**src/rtl/instr_fetch_stage_pkg.sv**
```systemverilog
// Shared CPU definitions: opcodes, default widths, bubble encoding and the fetch FSM states.
package instr_fetch_stage_pkg;

    localparam int PC_W_DEF    = 16;
    localparam int INSTR_W_DEF = 16;

    localparam logic [3:0] OP_B    = 4'hC;
    localparam logic [3:0] OP_CALL = 4'hD;
    localparam logic [3:0] OP_RET  = 4'hE;
    localparam logic [3:0] OP_HLT  = 4'hF;

    localparam logic [15:0] NOP_INSTR = 16'h0000;

    typedef enum logic {
        FS_RUN    = 1'b0,
        FS_HALTED = 1'b1
    } fetch_state_e;

    function automatic logic is_hlt(input logic [3:0] opcode);
        return (opcode == OP_HLT);
    endfunction

endpackage

```
**src/rtl/instr_fetch_stage_if_id_reg.sv**
```systemverilog
// IF/ID pipeline register: synchronous clear beats hold, hold beats load.
module if_id_reg #(
    parameter int W = 33
) (
    input  logic         clk,
    input  logic         rst,
    input  logic         hold_i,
    input  logic         clear_i,
    input  logic [W-1:0] d_i,
    output logic [W-1:0] q_o
);

    logic [W-1:0] data_q;

    // Pipeline register storage with reset, flush and stall hold
    always_ff @(posedge clk) begin
        if (rst) begin
            data_q <= '0;
        end else if (clear_i) begin
            data_q <= '0;
        end else if (hold_i) begin
            data_q <= data_q;
        end else begin
            data_q <= d_i;
        end
    end

    assign q_o = data_q;

endmodule

```
**src/rtl/instr_fetch_stage.sv**
```systemverilog
// Fetch stage: PC, fetch FSM (RUN/HALTED), fetch counter and the IF/ID register feeding the decoder.
module instr_fetch_stage
    import instr_fetch_stage_pkg::*;
#(
    parameter int               PC_W     = PC_W_DEF,
    parameter int               INSTR_W  = INSTR_W_DEF,
    parameter logic [PC_W-1:0]  RESET_PC = 16'h0000
) (
    input  logic               clk,
    input  logic               rst,
    output logic [PC_W-1:0]    imem_addr,
    input  logic [INSTR_W-1:0] imem_rdata,
    input  logic               stall,
    input  logic               redirect,
    input  logic [PC_W-1:0]    redirect_pc,
    output logic [INSTR_W-1:0] if_id_instr,
    output logic [PC_W-1:0]    if_id_pc_plus1,
    output logic               if_id_valid,
    output logic               fetch_halted,
    output logic [15:0]        fetch_count
);

    localparam int IFID_W = INSTR_W + PC_W + 1;

    fetch_state_e        state_q;
    logic [PC_W-1:0]     pc_q;
    logic [15:0]         count_q;
    logic [PC_W-1:0]     pc_plus1_s;
    logic                ifid_clear_s;
    logic [IFID_W-1:0]   ifid_d;
    logic [IFID_W-1:0]   ifid_q;

    assign pc_plus1_s = pc_q + {{(PC_W-1){1'b0}}, 1'b1};

    // Redirect squashes IF/ID; a halted front end feeds bubbles unless stalled
    assign ifid_clear_s = redirect | ((state_q == FS_HALTED) & ~stall);
    assign ifid_d       = {imem_rdata, pc_plus1_s, 1'b1};

    // PC, fetch FSM and valid-instruction counter
    always_ff @(posedge clk) begin
        if (rst) begin
            pc_q    <= RESET_PC;
            state_q <= FS_RUN;
            count_q <= 16'h0000;
        end else if (redirect) begin
            pc_q    <= redirect_pc;
            state_q <= FS_RUN;
        end else if (stall) begin
            pc_q    <= pc_q;
            state_q <= state_q;
        end else begin
            case (state_q)
                FS_RUN: begin
                    pc_q    <= pc_plus1_s;
                    count_q <= count_q + 16'h0001;
                    if (is_hlt(imem_rdata[INSTR_W-1 -: 4])) begin
                        state_q <= FS_HALTED;
                    end else begin
                        state_q <= FS_RUN;
                    end
                end
                FS_HALTED: begin
                    pc_q    <= pc_q;
                    state_q <= FS_HALTED;
                end
                default: begin
                    state_q <= FS_RUN;
                end
            endcase
        end
    end

    if_id_reg #(
        .W (IFID_W)
    ) u_if_id_reg (
        .clk     (clk),
        .rst     (rst),
        .hold_i  (stall),
        .clear_i (ifid_clear_s),
        .d_i     (ifid_d),
        .q_o     (ifid_q)
    );

    assign imem_addr      = pc_q;
    assign if_id_instr    = ifid_q[IFID_W-1 -: INSTR_W];
    assign if_id_pc_plus1 = ifid_q[PC_W:1];
    assign if_id_valid    = ifid_q[0];
    assign fetch_halted   = (state_q == FS_HALTED);
    assign fetch_count    = count_q;

endmodule

```
**config.mk**
```make
export PLATFORM = sky130hd
export DESIGN_NAME = instr_fetch_stage
export DESIGN_NICKNAME = d
export VERILOG_FILES = /design/src/rtl/instr_fetch_stage_pkg.sv /design/src/rtl/instr_fetch_stage_if_id_reg.sv /design/src/rtl/instr_fetch_stage.sv
export SDC_FILE = /design/constraint.sdc
export NUM_CORES = 1
export LEC_CHECK = 0
export ABC_AREA = 1
export ABC_CLOCK_PERIOD_IN_PS = 1450
export CORE_MARGIN = 2
export CORE_UTILIZATION = 42
export DETAILED_ROUTE_END_ITERATION = 10
export PLACE_DENSITY = 0.85
export REMOVE_ABC_BUFFERS = 1
export SETUP_SLACK_MARGIN = 0.15
export SLEW_MARGIN = 20
export SYNTH_ARGS = -nofsm -noshare
export SYNTH_HDL_FRONTEND = slang
export SYNTH_SLANG_ARGS = --single-unit
```
**constraint.sdc**
```tcl
create_clock -name clk -period 1.45 [get_ports clk]
set_clock_uncertainty 0.1 [all_clocks]
set_input_delay 0.435 -clock clk [delete_from_list [all_inputs] [get_ports clk]]
set_output_delay 0.435 -clock clk [all_outputs]
set_load 0.01 [all_outputs]
```
==> qor.yml <==
synthesis.area_sq_um: 3140
period_minus_slack_ns: 1.83
gr-total-overflow: 0
ant_nets: 0
slew-limit-headroom_pct: 73.4
power_density_nw_per_um2: 754
setup_slack_ns: -0.378
end_kind: "flop"
finalSetupViolations: 43
async_flop_share_pct: 0
dieHeight_um: 90.4
gp_congestion: 0.886
cts_hold_buffers: 0
fin_cells: 763
initial_utilization_pct: 43.2
grt_pass1_wl_um: 22600
cts_root_buf: "clkbuf_8"
rows: 31
clock.fmax_ghz: 0.547
crit_start: "imem_addr[1]$_SDFFE_PP0P_"
vias_per_cell: 6.18
grt_max_degree: 35
grt_usage_pct: 34.8
reg2reg_to: "imem_addr[6]$_SDFFE_PP0P_"
violations: "negative setup slack"
critPathKind: "flop to flop"
wirelength_um: 19300
clk_path_buf_depth: 2
grt_pass1_vias: 4359
synth_flop_cell: "dfxtp_1"
static-leakage-power_nw: 2.83
cts.sinks: 66
synthToLayoutAreaGrowth_pct: 103
slew_viol_final: 0
ys_warn_count: 0
synth-seq-cells: 66
antennaDiodeCount: 0
path_max_fanout: 6
dp_hpwl_um: 6970
die_w_um: 90.4
synthCells: 458
drc_errors: 0
coreArea_sq_um: 7250
path_clk_slew_ns: 0.09
rsz0062_at_grt: "yes"
synth_edf_count: 0
regToRegSetupSlack_ns: -0.38
ys_types: 33
tightest_slew_ns: 0.397
antenna_found_initial: 0
numPortBuffers: 101
synth_seq_area_share_pct: 42.1
power_w: 0.00480
numCtsBuffers: 9
hold_viol_final: 0
min_from: "u_if_id_reg.q_o[31]$_SDFFE_PP0N_"
period_share_pct: 126
num_vias: 4718
dpl.cell_count: 689
critPathRequiredTime_ns: 1.64
dr.first_iter.drc_count: 635
io-pin-count: 102
status: "finished with violations"
reg2reg_from: "imem_addr[1]$_SDFFE_PP0P_"
holdPathStages: 2
start_kind: "flop"
fin_util_pct: 87.7
hp-class: "flop to flop"
cts_max_level: 3
cap_violations: 0
drt-wirelength-per-cell_um: 25.3
whs_endpoint: "u_if_id_reg.q_o[31]$_SDFFE_PP0N_"
synth_area_per_cell_sq_um: 6.85
drtPass1Iterations: 8
num-fill-cells: 242
dieArea_sq_um: 8170
pre_cts_slack_ns: -0.663
tritoncts: "yes"
reg2reg_depth: 7
drive_above_1_share_pct: 57.8
fin_nets: 697
peakVddDrop_mv: 0.714
worstSkewPairLatency_ns: 0.37
crit_arrival_ns: 2.02
-- placed cells by master (no fill, tap or decap), types with 17 or more instances in the layout --
cell,count
clkdlybuf4s50_1,32
buf_6,98
inv_1,50
a21oi_1,26
nor2_4,17
nand2_2,19
nor2_1,38
nand2_1,92
buf_4,63
dfxtp_2,53
-- report_power, final --
group	switching [W]	internal (W)
logic	0.000565	0.000533
clock network	0.000896	0.000846
registers	0.0000819	0.00188
total	0.00154	0.00325
-- sequential cells by signal, summed over array words and instances (netlist names) --
register and flops:
imem_addr 16, u_if_id_reg.q_o 33, fetch_halted 1, fetch_count 16
-- per-stage QoR --
stage               TNS (ns)  instance area, sq um  hold WS (ns)
finish                 -4.70                  6360         0.387
CTS                  -0.0541                  5620         0.368
floorplan              -8.83                  3040         0.381
global route           -5.54                  6360         0.409
global placement      -29.53                  4570         0.345
detailed placement    -33.00                  4570         0.354
-- critical path: stages, from the launching register on --
cell and delay [ns]:
dfxtp_4 0.40, ha_4 0.17, nand3_4 0.10, nor2_4 0.24, buf_6 0.16, xor2_2 0.25, nand2_1 0.15, a21oi_1 0.17
-- worst max-delay path by stage --
stage	end	slack, ns
CTS	fetch_count[10]$_SDFFE_PP0P_	-0.02
detailed placement	imem_addr[5]$_SDFFE_PP0P_	-0.66
floorplan	u_if_id_reg.q_o[10]$_SDFFE_PP0N_	-0.42
global placement	imem_addr[5]$_SDFFE_PP0P_	-0.58
global route	imem_addr[6]$_SDFFE_PP0P_	-0.41
finish	imem_addr[6]$_SDFFE_PP0P_	-0.38
-- cells by family after synthesis --
kind of cell	count (synthesis)	share of synthesized area [%]
simple gates	218	30.0
fa+ha+maj	2	0.798
compound gates	90	15.1
xor+xnor	7	1.96
flops	66	42.1
buf+inv	75	10.0
-- cell type report --
class                   count  area, sq um  share of cell area, %
multi-input cells         317         2200                   34.6
repair buffers            207         2170                   34.1
flip-flops and latches     66         1440                   22.6
inverters                  58          233                   3.66
clock buffers              10          138                   2.16
well taps                  99          124                   1.95
clock inverters             6         65.1                   1.02
-- routing by layer --
layer | up-vias | share of wire (%) | wire, um | track usage (%)
li1 | 1853 | - | - | -
met1 | 2138 | 34 | 6530 | 38.8
met2 | 512 | 43 | 8240 | 59.1
met3 | 215 | 13 | 2460 | 8.68
met4 | 0 | 11 | 2060 | 21.9
met5 | - | 0 | 0 | 0
-- synth_stat cells, types with 3 or more instances --
master      n  area share, %
inv_1      55            6.6
dfxtp_1    66             42
a31oi_1     5            1.0
nor2_1     57            6.8
nor2_2      4           0.80
o21ai_1     3           0.48
nand4_1     5            1.0
nand2_1   124             15
clkbuf_1    9            1.1
nand3_1    16            2.6
buf_6       3            1.1
a21oi_1    42            6.7
nor2_4      3            1.1
o21ai_0    34            5.4
xor2_1      5            1.4
-- repair_timing --
action | in CTS | in global routing
gates resized for setup | 518 | 131
hold endpoints to repair | 0 | 0
gates cloned | 4 | 1
pin swaps | 36 | 43
buffers inserted | 26 | 27
setup endpoints to repair | 132 | 129
(Power assumes the default switching activity.)
